$ cat config.mk
export PLATFORM = sky130hd
export DESIGN_NAME = vga_crtc_regs_flat
export DESIGN_NICKNAME = d
export VERILOG_FILES = /design/src/rtl/vga_crtc_regs_if.sv /design/src/rtl/vga_crtc_regs.sv /design/src/flat_wrapper.sv
export SDC_FILE = /design/constraint.sdc
export NUM_CORES = 1
export LEC_CHECK = 0
export BUFFER_PORTS_ARGS = -buffer_cell sky130_fd_sc_hd__clkbuf_2
export CAP_MARGIN = 0
export CORE_ASPECT_RATIO = 0.7
export CORE_MARGIN = 2
export CORE_UTILIZATION = 40
export CTS_CLUSTER_SIZE = 14
export DETAILED_ROUTE_END_ITERATION = 10
export GPL_TIMING_DRIVEN = 0
export PLACE_DENSITY = 0.65
export SLEW_MARGIN = 5
export SYNTH_ARGS = -nofsm -noshare
export SYNTH_HDL_FRONTEND = slang
export SYNTH_SLANG_ARGS = --single-unit
export TNS_END_PERCENT = 10
$ cat constraint.sdc
create_clock -name clk -period 1.8 [get_ports clk]
set_input_delay 0.18 -clock clk [delete_from_list [all_inputs] [get_ports clk]]
set_output_delay 0.18 -clock clk [all_outputs]
set_load 0.005 [all_outputs]
$ cat src/rtl/vga_crtc_regs_if.sv
// CPU data-bus bundle for the VGA CRTC register file.
// Word-addressed, byte-lane enabled, single-cycle strobe with registered ack.
interface vga_crtc_regs_if;
  logic        cs;
  logic [19:1] data_m_addr;
  logic [15:0] data_m_data_in;
  logic [15:0] data_m_data_out;
  logic [1:0]  data_m_bytesel;
  logic        data_m_wr_en;
  logic        data_m_access;
  logic        data_m_ack;

  modport master (
    output cs,
    output data_m_addr,
    output data_m_data_in,
    output data_m_bytesel,
    output data_m_wr_en,
    output data_m_access,
    input  data_m_data_out,
    input  data_m_ack
  );

  modport slave (
    input  cs,
    input  data_m_addr,
    input  data_m_data_in,
    input  data_m_bytesel,
    input  data_m_wr_en,
    input  data_m_access,
    output data_m_data_out,
    output data_m_ack
  );
endinterface

$ cat src/rtl/vga_crtc_regs.sv
// CRTC register file: index/value access, status, vsync-shadowed
// start/cursor registers and a frame-based cursor blink generator.
module vga_crtc_regs #(
  parameter int POS_W        = 15,
  parameter int SCAN_W       = 3,
  parameter int BLINK_FRAMES = 16
) (
  input  logic              clk,
  input  logic              reset_n,
  vga_crtc_regs_if.slave    bus,
  input  logic              vga_vsync,
  input  logic              vga_hsync,
  output logic              cursor_enabled,
  output logic              cursor_visible,
  output logic [POS_W-1:0]  cursor_pos,
  output logic [POS_W-1:0]  start_addr,
  output logic [SCAN_W-1:0] cursor_scan_start,
  output logic [SCAN_W-1:0] cursor_scan_end
);

  localparam int CNT_W = $clog2(BLINK_FRAMES / 2);
  localparam logic [CNT_W-1:0] SLOW_M1 =
    CNT_W'(BLINK_FRAMES / 2 - 1);
  localparam logic [CNT_W-1:0] FAST_M1 =
    CNT_W'(BLINK_FRAMES / 4 - 1);

  logic [4:0]        idx_q, idx_d;
  logic [1:0]        mode_q, mode_d;
  logic [SCAN_W-1:0] ss_q, ss_d;
  logic [SCAN_W-1:0] se_q, se_d;
  logic [POS_W-1:0]  pst_q, pst_d;
  logic [POS_W-1:0]  pcur_q, pcur_d;
  logic [POS_W-1:0]  st_q, st_d;
  logic [POS_W-1:0]  cur_q, cur_d;
  logic [CNT_W-1:0]  cnt_q, cnt_d;
  logic              phase_q, phase_d;
  logic              flag_q, flag_d;
  logic              vs_q, vs_d;
  logic              armed_q, armed_d;
  logic              ack_q, ack_d;
  logic [15:0]       rdat_q, rdat_d;

  logic        sel, wr, rd;
  logic [2:0]  a;
  logic        idx_wr, val_wr, mode_wr, stat_rd;
  logic [4:0]  new_idx;
  logic [7:0]  wdat;
  logic        vs_rise;
  logic [15:0] st16, cu16;
  logic [7:0]  md8, se8, vbyte, stat8;
  logic [7:0]  lo, hi;
  logic [CNT_W-1:0] lim;
  logic        unused_bits;

  assign unused_bits = ^{bus.data_m_addr[19:4],
                         bus.data_m_data_in[7:5]};

  assign sel  = bus.cs & bus.data_m_access;
  assign wr   = sel & bus.data_m_wr_en;
  assign rd   = sel & ~bus.data_m_wr_en;
  assign a    = bus.data_m_addr[3:1];
  assign wdat = bus.data_m_data_in[15:8];

  assign idx_wr  = wr & (a == 3'b010) & bus.data_m_bytesel[0];
  assign val_wr  = wr & (a == 3'b010) & bus.data_m_bytesel[1];
  assign stat_rd = rd & (a == 3'b101) & bus.data_m_bytesel[0];
  assign new_idx = idx_wr ? bus.data_m_data_in[4:0] : idx_q;

  // Arming keeps a vsync already high at reset release from counting.
  assign vs_rise = vga_vsync & ~vs_q & armed_q;

  assign st16  = 16'(pst_q);
  assign cu16  = 16'(pcur_q);
  assign se8   = 8'(se_q);
  assign stat8 = {flag_q, 3'b000, vga_vsync,
                  2'b00, vga_hsync | vga_vsync};

  always_comb begin
    md8      = 8'(ss_q);
    md8[5:4] = mode_q;
  end

  always_comb begin
    vbyte = 8'h00;
    unique case (1'b1)
      (idx_q == 5'h0A): vbyte = md8;
      (idx_q == 5'h0B): vbyte = se8;
      (idx_q == 5'h0C): vbyte = st16[15:8];
      (idx_q == 5'h0D): vbyte = st16[7:0];
      (idx_q == 5'h0E): vbyte = cu16[15:8];
      (idx_q == 5'h0F): vbyte = cu16[7:0];
      default:          vbyte = 8'h00;
    endcase
  end

  always_comb begin
    idx_d   = idx_q;
    mode_d  = mode_q;
    ss_d    = ss_q;
    se_d    = se_q;
    pst_d   = pst_q;
    pcur_d  = pcur_q;
    mode_wr = 1'b0;

    if (idx_wr) idx_d = bus.data_m_data_in[4:0];

    if (val_wr) begin
      unique case (1'b1)
        (new_idx == 5'h0A): begin
          mode_d  = wdat[5:4];
          ss_d    = wdat[SCAN_W-1:0];
          mode_wr = 1'b1;
        end
        (new_idx == 5'h0B): se_d = wdat[SCAN_W-1:0];
        (new_idx == 5'h0C):
          pst_d = POS_W'({wdat, st16[7:0]});
        (new_idx == 5'h0D):
          pst_d = POS_W'({st16[15:8], wdat});
        (new_idx == 5'h0E):
          pcur_d = POS_W'({wdat, cu16[7:0]});
        (new_idx == 5'h0F):
          pcur_d = POS_W'({cu16[15:8], wdat});
        default: ;
      endcase
    end
  end

  // Live registers see the pending value from before any same-cycle write.
  always_comb begin
    st_d  = st_q;
    cur_d = cur_q;
    if (vs_rise) begin
      st_d  = pst_q;
      cur_d = pcur_q;
    end
  end

  always_comb begin
    cnt_d   = cnt_q;
    phase_d = phase_q;
    lim     = (mode_q == 2'b11) ? FAST_M1 : SLOW_M1;
    if (mode_wr) begin
      cnt_d   = '0;
      phase_d = 1'b1;
    end else if (vs_rise) begin
      if (cnt_q >= lim) begin
        cnt_d   = '0;
        phase_d = ~phase_q;
      end else begin
        cnt_d = cnt_q + CNT_W'(1);
      end
    end
  end

  always_comb begin
    flag_d  = flag_q;
    if (stat_rd) flag_d = 1'b0;
    if (vs_rise) flag_d = 1'b1;
    vs_d    = vga_vsync;
    armed_d = armed_q | ~vga_vsync;
  end

  always_comb begin
    lo     = 8'h00;
    hi     = 8'h00;
    rdat_d = 16'h0000;
    ack_d  = sel;
    unique case (1'b1)
      (a == 3'b010): begin
        lo = {3'b000, idx_q};
        hi = vbyte;
      end
      (a == 3'b101): lo = stat8;
      default: ;
    endcase
    if (rd) begin
      rdat_d[15:8] = bus.data_m_bytesel[1] ? hi : 8'h00;
      rdat_d[7:0]  = bus.data_m_bytesel[0] ? lo : 8'h00;
    end
  end

  always_ff @(posedge clk or negedge reset_n) begin
    if (!reset_n) begin
      idx_q   <= '0;
      mode_q  <= 2'b00;
      ss_q    <= '0;
      se_q    <= '0;
      pst_q   <= '0;
      pcur_q  <= '0;
      st_q    <= '0;
      cur_q   <= '0;
      cnt_q   <= '0;
      phase_q <= 1'b1;
      flag_q  <= 1'b0;
      vs_q    <= 1'b0;
      armed_q <= 1'b0;
      ack_q   <= 1'b0;
      rdat_q  <= 16'h0000;
    end else begin
      idx_q   <= idx_d;
      mode_q  <= mode_d;
      ss_q    <= ss_d;
      se_q    <= se_d;
      pst_q   <= pst_d;
      pcur_q  <= pcur_d;
      st_q    <= st_d;
      cur_q   <= cur_d;
      cnt_q   <= cnt_d;
      phase_q <= phase_d;
      flag_q  <= flag_d;
      vs_q    <= vs_d;
      armed_q <= armed_d;
      ack_q   <= ack_d;
      rdat_q  <= rdat_d;
    end
  end

  assign bus.data_m_ack      = ack_q;
  assign bus.data_m_data_out = rdat_q;

  assign cursor_enabled    = (mode_q != 2'b01);
  assign cursor_visible    = cursor_enabled &
                             ((mode_q == 2'b10) | phase_q);
  assign cursor_pos        = cur_q;
  assign start_addr        = st_q;
  assign cursor_scan_start = ss_q;
  assign cursor_scan_end   = se_q;

endmodule
$ cat src/flat_wrapper.sv
// flat-port wrapper written by rule: the top's interface ports become plain ports
module vga_crtc_regs_flat 
#(
  parameter int POS_W        = 15,
  parameter int SCAN_W       = 3,
  parameter int BLINK_FRAMES = 16
)
  (clk, reset_n, vga_vsync, vga_hsync, cursor_enabled, cursor_visible, cursor_pos, start_addr, cursor_scan_start, cursor_scan_end, bus_cs, bus_data_m_addr, bus_data_m_data_in, bus_data_m_bytesel, bus_data_m_wr_en, bus_data_m_access, bus_data_m_data_out, bus_data_m_ack);
  vga_crtc_regs_if bus_i ();
  input  logic clk;
  input  logic reset_n;
  input  logic vga_vsync;
  input  logic vga_hsync;
  output logic cursor_enabled;
  output logic cursor_visible;
  output logic [POS_W-1:0] cursor_pos;
  output logic [POS_W-1:0] start_addr;
  output logic [SCAN_W-1:0] cursor_scan_start;
  output logic [SCAN_W-1:0] cursor_scan_end;
  input wire logic [$bits(bus_i.cs)-1:0] bus_cs;
  input wire logic [$bits(bus_i.data_m_addr)-1:0] bus_data_m_addr;
  input wire logic [$bits(bus_i.data_m_data_in)-1:0] bus_data_m_data_in;
  input wire logic [$bits(bus_i.data_m_bytesel)-1:0] bus_data_m_bytesel;
  input wire logic [$bits(bus_i.data_m_wr_en)-1:0] bus_data_m_wr_en;
  input wire logic [$bits(bus_i.data_m_access)-1:0] bus_data_m_access;
  output wire logic [$bits(bus_i.data_m_data_out)-1:0] bus_data_m_data_out;
  output wire logic [$bits(bus_i.data_m_ack)-1:0] bus_data_m_ack;
  assign bus_i.cs = bus_cs;
  assign bus_i.data_m_addr = bus_data_m_addr;
  assign bus_i.data_m_data_in = bus_data_m_data_in;
  assign bus_i.data_m_bytesel = bus_data_m_bytesel;
  assign bus_i.data_m_wr_en = bus_data_m_wr_en;
  assign bus_i.data_m_access = bus_data_m_access;
  assign bus_data_m_data_out = bus_i.data_m_data_out;
  assign bus_data_m_ack = bus_i.data_m_ack;
  vga_crtc_regs #(.POS_W(POS_W), .SCAN_W(SCAN_W), .BLINK_FRAMES(BLINK_FRAMES)) u_core (.clk(clk), .reset_n(reset_n), .bus(bus_i), .vga_vsync(vga_vsync), .vga_hsync(vga_hsync), .cursor_enabled(cursor_enabled), .cursor_visible(cursor_visible), .cursor_pos(cursor_pos), .start_addr(start_addr), .cursor_scan_start(cursor_scan_start), .cursor_scan_end(cursor_scan_end));
endmodule
Word level (Yosys, flattened, before mapping)
Index checks and enable logic that the tools add are counted.
{"block": "classes", "div": 0, "multipliers": 0, "n_eq_ne": 17, "n_mux": 20, "n_lt_le_gt_ge": 1, "n_bitwise": 22, "shifts": 0, "n_addsub": 1, "reduce_logical": 10}
{"operator": "$eq A5 B4 Y1 const B", "n": 12}
{"operator": "$pmux W15 S2", "n": 2}
{"operator": "$pmux W8 S6", "n": 1}
{"operator": "$mux W8", "n": 3}
{"operator": "$mux W16", "n": 1}
{"operator": "$pmux W8 S2", "n": 1}
{"operator": "$mux W3", "n": 4}
{"operator": "$reduce_and A3 Y1", "n": 4}
{"operator": "$and A1 B1 Y1", "n": 11}
{"operator": "$not A1 Y1", "n": 8}
{"operator": "$mux W1", "n": 7}
{"operator": "$reduce_and A2 Y1", "n": 3}
{"operator": "$reduce_bool A2 Y1", "n": 3}
{"operator": "$mux W5", "n": 1}
{"operator": "$eq A2 B2 Y1 const B", "n": 2}
{"operator": "$add A3 B1 Y3 const B", "n": 1}
{"operator": "$eq A3 B2 Y1 const B", "n": 1}
{"operator": "$eq A3 B3 Y1 const B", "n": 1}
{"operator": "$ge A3 B3 Y1", "n": 1}
{"operator": "$or A1 B1 Y1", "n": 3}
{"operator": "$ne A2 B1 Y1 const B", "n": 1}
{"block": "word_totals", "elab_cells": 88, "latchBits": 0, "rom_bits": 0, "mem_bits_rw": 0, "n_memories": 0, "output_inout_bits": 55, "register_bits": 97}

Logic depth before layout (Yosys ltp)
Gate-level depths: netlist of the first run.
{"block": "depth", "ltp_word": 10, "depth_mapped": 6, "ltp_nobuf": 5}

Worst setup path before layout of the first run
No wires, ideal clock.
{"block": "synth_timing", "kind": "input to register", "from": "input port bus_data_m_addr[0]", "to": "register u_core.pst_q[0]", "path_buffers": 1, "slack_ns": -0.277, "cell_stages": 5, "t_arrival_ns": 1.952, "required_ns": 1.675, "path_cell_list": "or3b_1 -> buf_6 -> or4_4 -> a211oi_4 -> mux2_2"}
{"block": "synth_via", "elab_chain_cells": 7, "elab_cells_between_ends": 9, "cone_classes": "eq/ne (3); mux (1); bitwise (4); reduce/logical (1)"}
{"element": "start: declaration", "line": "flat_wrapper.sv:21", "text": "input wire logic [$bits(bus_i.data_m_addr)-1:0] bus_data_m_addr;"}
{"element": "$eq A3 B2 Y1 (*)", "line": "vga_crtc_regs.sv:64, vga_crtc_regs.sv:65"}
{"element": "$and A1 B1 Y1 (*)", "line": "vga_crtc_regs.sv:64, vga_crtc_regs.sv:65"}
{"element": "$and A1 B1 Y1", "line": "vga_crtc_regs.sv:64", "text": "assign idx_wr = wr & (a == 3'b010) & bus.data_m_bytesel[0];"}
{"element": "$mux W5"}
{"element": "$eq A5 B4 Y1", "line": "vga_crtc_regs.sv:115", "text": "(new_idx == 5'h0C):"}
{"element": "$not A1 Y1 (no line)"}
{"element": "$reduce_and A3 Y1 (no line) (*)"}
{"element": "end signal: assignment", "line": "vga_crtc_regs.sv:204", "text": "pst_q <= pst_d;"}
{"element": "end: declaration", "line": "vga_crtc_regs.sv:31", "text": "logic [POS_W-1:0] pst_q, pst_d;"}
Mark *: on every way between the ends. The rest lies on a longest branch, timed or not.
A chain may end at the register's enable or synchronous reset.

Final worst setup path of the first run
{"block": "layout_timing", "from": "input port bus_data_m_addr[2]", "to": "register u_core.pst_q[0]"}
Same word-level chain as after synthesis.

==> results of run 1 <==
cell families after synthesis:
logic type | count (synthesis)
other cells | 1
buf+inv | 17
compound gates | 43
simple gates | 132
fa+ha+maj | 3
flops | 95
mux | 56
layout make-up:
class | instances | area (µm²) | share of cell area [%]
Clock buffer | 9 | 225 | 4.37
Inverter | 5 | 18.8 | 0.364
Tap cell | 128 | 160 | 3.11
Sequential cell | 95 | 2380 | 46.1
Timing Repair Buffer | 83 | 505 | 9.80
Multi-Input combinational cell | 236 | 1730 | 33.6
Buffer | 11 | 63.8 | 1.24
Clock inverter | 7 | 71.3 | 1.38
registers in the layout, summed over array words and instances (netlist names):
register and cells:
u_core.mode_q 2, u_core.flag_q 1, u_core.cursor_scan_start 3, u_core.armed_q 1, u_core.cursor_scan_end 3, u_core.start_addr 15
u_core.bus.data_m_ack 1, u_core.cursor_pos 15, u_core.pcur_q 15, u_core.idx_q 5, u_core.phase_q 1, u_core.bus.data_m_data_out 14
u_core.vs_q 1, u_core.cnt_q 3, u_core.pst_q 15
critical path, delay by kind of cell:
family | cells | cell delay, ns
buf+inv | 3 | 0.43
simple gates | 2 | 0.82
compound gates | 1 | 0.29
mux | 1 | 0.33
worst paths after layout:
check	from	endpoint	depth (start not counted)
worst max-delay path	bus_data_m_addr[2]	u_core.pst_q[0]	7
worst max register to register	u_core.idx_q[0]	u_core.pcur_q[5]	5
max in group asynchronous	reset_n	u_core.phase_q	3
min in group asynchronous	reset_n	u_core.bus.data_m_data_out[7]	2
worst min register to register	u_core.start_addr[14]	u_core.start_addr[14]	2
worst min-delay path	bus_data_m_addr[1]	u_core.bus.data_m_data_out[7]	2
power by group:
part / total (mW) / switching [mW] / internal (mW) / leakage (nW)
Clock: 1.90 / 0.825 / 1.08 / 0.138
Sequential: 2.29 / 0.0780 / 2.21 / 1.29
Combinational: 0.468 / 0.294 / 0.174 / 1.18
Total: 4.66 / 1.20 / 3.46 / 2.62
metrics by stage:
stage / cell area (µm²) / total power, mW / setup TNS, ns / setup slack [ns]
floorplan: 4060 / 2.54 / -3.69 / -0.277
global placement: 4610 / 2.72 / -80.28 / -0.703
detailed placement: 4640 / 2.75 / -26.95 / -0.729
CTS: 5070 / 4.68 / -0.161 / -0.0273
global route: 5160 / 4.87 / -0.512 / -0.0446
finish: 5160 / 4.66 / -0.104 / -0.0180
Yosys cell counts, types with 2 or more instances:
cell type  count  area [µm²]
nor3_1         4        20.0
buf_4          2        15.0
nand3_1        3        15.0
a211oi_2       3        37.5
dfrtp_1       94        2350
nand4_1        2        12.5
mux2_2        51         574
nand2b_1       3        18.8
a222oi_1       2        20.0
and2_1         7        43.8
a22o_1         3        26.3
a21boi_0       3        22.5
a211o_1        2        17.5
nor2_1        12        45.0
ha_1           2        25.0
a21oi_1        3        15.0
mux2i_1        5        50.1
nor3b_1        3        22.5
nand2_1       84         315
o21ai_0        9        45.0
nor2b_1        3        18.8
inv_1          5        18.8
a32oi_1        2        17.5
o2111ai_1      5        43.8
nand4b_1       2        17.5
a22oi_1        6        45.0
and3_1         2        12.5
clkbuf_1       9        33.8
a31oi_1        3        18.8
cells in the final DEF (no fill, tap or decap), types with 4 or more instances in the layout:
master,instances
inv_1,4
nand2_1,84
clkbuf_1,4
o21ai_0,9
clkbuf_16,9
buf_12,4
and2_1,7
a22oi_1,6
clkbuf_2,79
mux2_2,43
a211oi_4,4
dfrtp_1,93
mux2_4,8
nor2_1,11
per-layer routing:
| layer | share of wire (%) | vias to the layer above |
|---|---|---|
| met5 | 0 | - |
| met4 | 0.98 | 0 |
| met3 | 6.5 | 12 |
| met2 | 45 | 97 |
| met1 | 48 | 1495 |
| li1 | - | 1408 |
what timing repair did:
item	in CTS	in global routing
setup endpoints to repair	46	58
hold buffers	1	0
buffers inserted	3	1
pin swaps	7	2
endpoints found under the hold margin	40	0
resized for setup	15	20
==> results.py, run 1 <==
metrics = {
    "status": {
        "status": "finished with violations",
        "violations": "negative setup slack",
    },
    "logic_synthesis": {
        "ys.flop_type": "dfrtp_1",
        "synth_xor_area_share_pct": 0,
        "ys_async_sr_fraction_pct": 100,
        "syn_area_per_cell_um2": 11.7,
        "synth_compound_area_share_pct": 8.29,
        "synth.area.mux_share_pct": 15.4,
        "synth_top_family_by_area": "multiplexers",
        "netlist_area_um2": 4060,
        "syn-instance-count": 347,
        "synth-seq-area-share_pct": 58.6,
        "synth-edff-count": 0,
        "synth-simple-area-share_pct": 14.9,
        "ys_ff_latch": 95,
        "synthAdderAreaFrac_pct": 0.863,
        "synth.distinct_cells": 42,
        "yosysWarningCount": 0,
    },
    "run": {
        "max-cap-violations": 0,
    },
    "floorplan": {
        "io_pins": 99,
        "initial_utilization_pct": 41.4,
        "core_area_um2": 9800,
        "num_rows": 30,
        "fp.dieH_um": 88.3,
        "die_w_um": 124,
        "die-area_um2": 11000,
    },
    "worst_setup_path": {
        "path_cells": "clkbuf_2 -> or3b_1 -> buf_6 -> or4_4 -> a211oi_4 -> buf_12 -> mux2_2",
        "worst-path-max-fanout": 8,
        "timing_worst_setup_path_type": "in -> reg",
        "ff2ff_setup_slack_ns": 0.03,
        "crit_path_end_kind": "register",
        "crit_arrival_ns": 2.05,
        "cp_slowest_cell": "or4_4",
        "cp.required_ns": 2.03,
        "max_stage_delay_ns": 0.43,
        "crit_path_start_kind": "input pin",
    },
    "route": {
        "dr_total_vias": 3012,
        "dr.pass1.iters": 4,
        "wirelength_um": 10200,
        "dr.first_iter.drc_count": 155,
        "viasPerCell": 5.25,
        "wl_per_cell_um": 17.7,
        "drcViolationCount": 0,
        "ant_nets": 0,
    },
    "global_route": {
        "grt_remaining_overflow": 0,
        "grt_use_met2_pct": 30.3,
        "grt_pass1_vias": 3022,
        "top_usage_layer": "met2",
        "grt_start_max_net_pins": 56,
        "antenna_found_initial": 0,
        "met3_usage_pct": 6.17,
        "grt_usage_pct": 19.4,
        "grt_pass1_wl_um": 16200,
        "use_met1_pct": 26.8,
    },
    "timing": {
        "fmax_mhz": 550,
        "finalSetupViolCount": 7,
        "fin_crit_ns": 1.82,
        "fin_crit_sh_pct": 101,
        "fin_ws_ns": -0.0180,
        "rsz0062_at_grt": "true",
        "hold_violations": 0,
        "relSlewSlack_pct": 54.6,
        "fin_hold_ws_ns": 0.0212,
        "slew_viol_final": 0,
        "worst_slew_pin_slew_ns": 0.668,
        "fin_skew_ns": 0.00443,
    },
    "clock_tree": {
        "tritoncts": "built",
        "cts_sinks": 95,
        "cts_root_buffer": "clkbuf_16",
        "clk_latency_ns": 0.35,
        "path_clk_slew_ns": 0.07,
        "clockBufferDepth": 2,
        "cts_htree_levels": 3,
        "cts_buffers": 9,
    },
    "cells_and_area": {
        "synthToLayoutAreaGrowth_pct": 27.0,
        "num-nets-final": 487,
        "diodes": 0,
        "postLayoutCoreUtil_pct": 52.6,
        "fillers": 888,
        "layout-drive-gt1-share_pct": 39.5,
        "final-instance-count-excl-fill": 574,
    },
    "place": {
        "portBuffers": 77,
        "dp.cells": 554,
        "place_hpwl_um": 7100,
        "gp_congestion": 0.866,
    },
    "power": {
        "p_per_area_nw_per_um2": 903,
        "power_leakage_nw": 2.62,
        "peakVddDrop_mv": 0.416,
    },
    "min_path": {
        "hp-class": "in -> reg",
    },
}
(Power assumes the default switching activity.)
==> run 2: changes to the inputs <==
--- a/config.mk
+++ b/config.mk
@@ -14,6 +14,7 @@
 export DETAILED_ROUTE_END_ITERATION = 10
 export GPL_TIMING_DRIVEN = 0
 export PLACE_DENSITY = 0.65
+export SKIP_LAST_GASP = 1
 export SLEW_MARGIN = 5
 export SYNTH_ARGS = -nofsm -noshare
 export SYNTH_HDL_FRONTEND = slang
==> results.py, run 2 (same netlist as run 1, synthesis figures left out) <==
metrics = {
    "cells_and_area": {
        "num-nets-final": 487,
        "diodes": 0,
        "synthToLayoutAreaGrowth_pct": 26.1,
        "layout_commonest_cell": "dfrtp_1",
        "final-instance-count-excl-fill": 574,
        "final_cell_mix": "93 x dfrtp_1, 84 x nand2_1, 78 x clkbuf_2",
        "layout-drive-gt1-share_pct": 38.8,
    },
    "worst_setup_path": {
        "cp.required_ns": 2.03,
        "worst-r2r-cell-count": 5,
        "r2r_start": "u_core.idx_q[0]",
        "ff2ff_setup_slack_ns": -0.02,
        "r2r_end": "u_core.pcur_q[5]",
        "crit_path_end_kind": "register",
        "worst-path-max-fanout": 8,
        "timing_worst_setup_path_type": "in -> reg",
        "crit_path_start_kind": "input pin",
        "crit_arrival_ns": 2.14,
    },
    "timing": {
        "worst_slew_pin_slew_ns": 0.644,
        "rsz0062_at_grt": "true",
        "fin_skew_ns": 0.00504,
        "relSlewSlack_pct": 56.2,
        "finalSetupViolCount": 16,
        "hold_violations": 0,
        "fin_hold_ws_ns": 0.0194,
        "slew_viol_final": 0,
        "fin_crit_ns": 1.91,
        "fmax_mhz": 523,
        "fin_crit_sh_pct": 106,
        "fin_ws_ns": -0.110,
    },
    "global_route": {
        "grt_pass1_vias": 3032,
        "grt_start_max_net_pins": 56,
        "grt_usage_pct": 19.4,
        "antenna_found_initial": 0,
        "grt_remaining_overflow": 0,
        "grt_pass1_wl_um": 16200,
    },
    "floorplan": {
        "num_rows": 30,
        "die_w_um": 124,
        "die-area_um2": 11000,
        "core_area_um2": 9800,
        "io_pins": 99,
        "initial_utilization_pct": 41.4,
        "fp.dieH_um": 88.3,
    },
    "clock_tree": {
        "tritoncts": "built",
        "clockBufferDepth": 2,
        "cts_root_buffer": "clkbuf_16",
        "clk_latency_ns": 0.35,
        "cts_htree_levels": 3,
        "cts_buffers": 9,
        "cts_sinks": 95,
        "path_clk_slew_ns": 0.07,
    },
    "min_path": {
        "hp-class": "in -> reg",
        "min-delay-start": "bus_data_m_addr[1]",
        "hold_end": "u_core.bus.data_m_data_out[7]",
        "min_path_cells": 2,
    },
    "route": {
        "dr.first_iter.drc_count": 202,
        "dr_total_vias": 3007,
        "dr.pass1.iters": 4,
        "drcViolationCount": 0,
        "wl_per_cell_um": 17.7,
        "ant_nets": 0,
        "wirelength_um": 10100,
        "viasPerCell": 5.24,
    },
    "power": {
        "p_per_area_nw_per_um2": 909,
        "power_leakage_nw": 2.60,
        "peakVddDrop_mv": 0.418,
    },
    "place": {
        "dp.cells": 554,
        "portBuffers": 77,
        "gp_congestion": 0.866,
        "place_hpwl_um": 7100,
    },
    "status": {
        "status": "finished with violations",
        "violations": "negative setup slack",
    },
    "run": {
        "max-cap-violations": 0,
    },
}
run 2: cell types whose count changed in the layout (fill, tap and decap cells not counted):
cell	change
mux2_4	-8
clkbuf_1	+1
a211o_2	-1
clkbuf_2	-1
mux2_2	+8
a211o_1	+1
o2111ai_1	+1
o2111ai_2	-1
run 2: area by class of cell:
cell class / count / area, µm²
Clock inverter: 7 / 71.3
Multi-Input combinational cell: 236 / 1700
Inverter: 5 / 18.8
Clock buffer: 9 / 225
Timing Repair Buffer: 83 / 505
Fill cell: 899 / 4680
Tap cell: 128 / 160
Sequential cell: 95 / 2380
Buffer: 11 / 62.6
run 2: per-stage QoR:
step                      power [mW]  cell area (µm²)  setup slack [ns]  TNS (ns)  utilization [%]
after floorplan                 2.54             4060            -0.277     -3.69                -
after global placement          2.72             4610            -0.703    -80.28             47.0
after detailed placement        2.75             4640            -0.729    -26.95             47.4
after CTS                       4.68             5060           -0.0805     -1.41             51.7
after global routing            4.86             5120            -0.130     -2.41             52.2
final                           4.65             5120            -0.110    -0.911             52.2
run 2: worst max-delay path by stage:
stage / startpoint / to / cells past startpoint
after global routing: bus_data_m_addr[0] / u_core.pst_q[2] / 7
after floorplan: bus_data_m_addr[0] / u_core.pst_q[0] / 5
after global placement: bus_data_m_addr[1] / u_core.pcur_q[5] / 5
final: bus_data_m_addr[0] / u_core.pst_q[3] / 7
after detailed placement: bus_data_m_addr[1] / u_core.pcur_q[5] / 5
after CTS: bus_data_m_addr[0] / u_core.pst_q[3] / 7
run 2: timing repair:
item | in CTS | in global routing
endpoints found under the hold margin | 40 | 0
pin swaps | 4 | 2
endpoints found under the setup margin | 46 | 58
hold buffers | 1 | 0
buffers inserted | 3 | 1
gates resized for setup | 12 | 11
run 2: worst max-delay path, stage by stage:
cell and delay, ns:
clkbuf_2 0.11, or3b_1 0.39, buf_6 0.15, or4_4 0.52
a211oi_4 0.29, buf_12 0.17, mux2_2 0.33
run 2: routing by layer:
metal / track usage [%] / up-vias / routed length, µm
li1: - / 1405 / -
met1: 26.8 / 1488 / 4860
met2: 30.0 / 100 / 4480
met5: 0 / - / 0
met4: 5.21 / 0 / 122
met3: 6.23 / 14 / 668
run 2: where the power goes:
group / internal (mW) / leakage (nW) / switching, mW
sequential: 2.21 / 1.29 / 0.0763
clock: 1.08 / 0.138 / 0.826
combinational: 0.172 / 1.17 / 0.294
total: 3.46 / 2.60 / 1.20
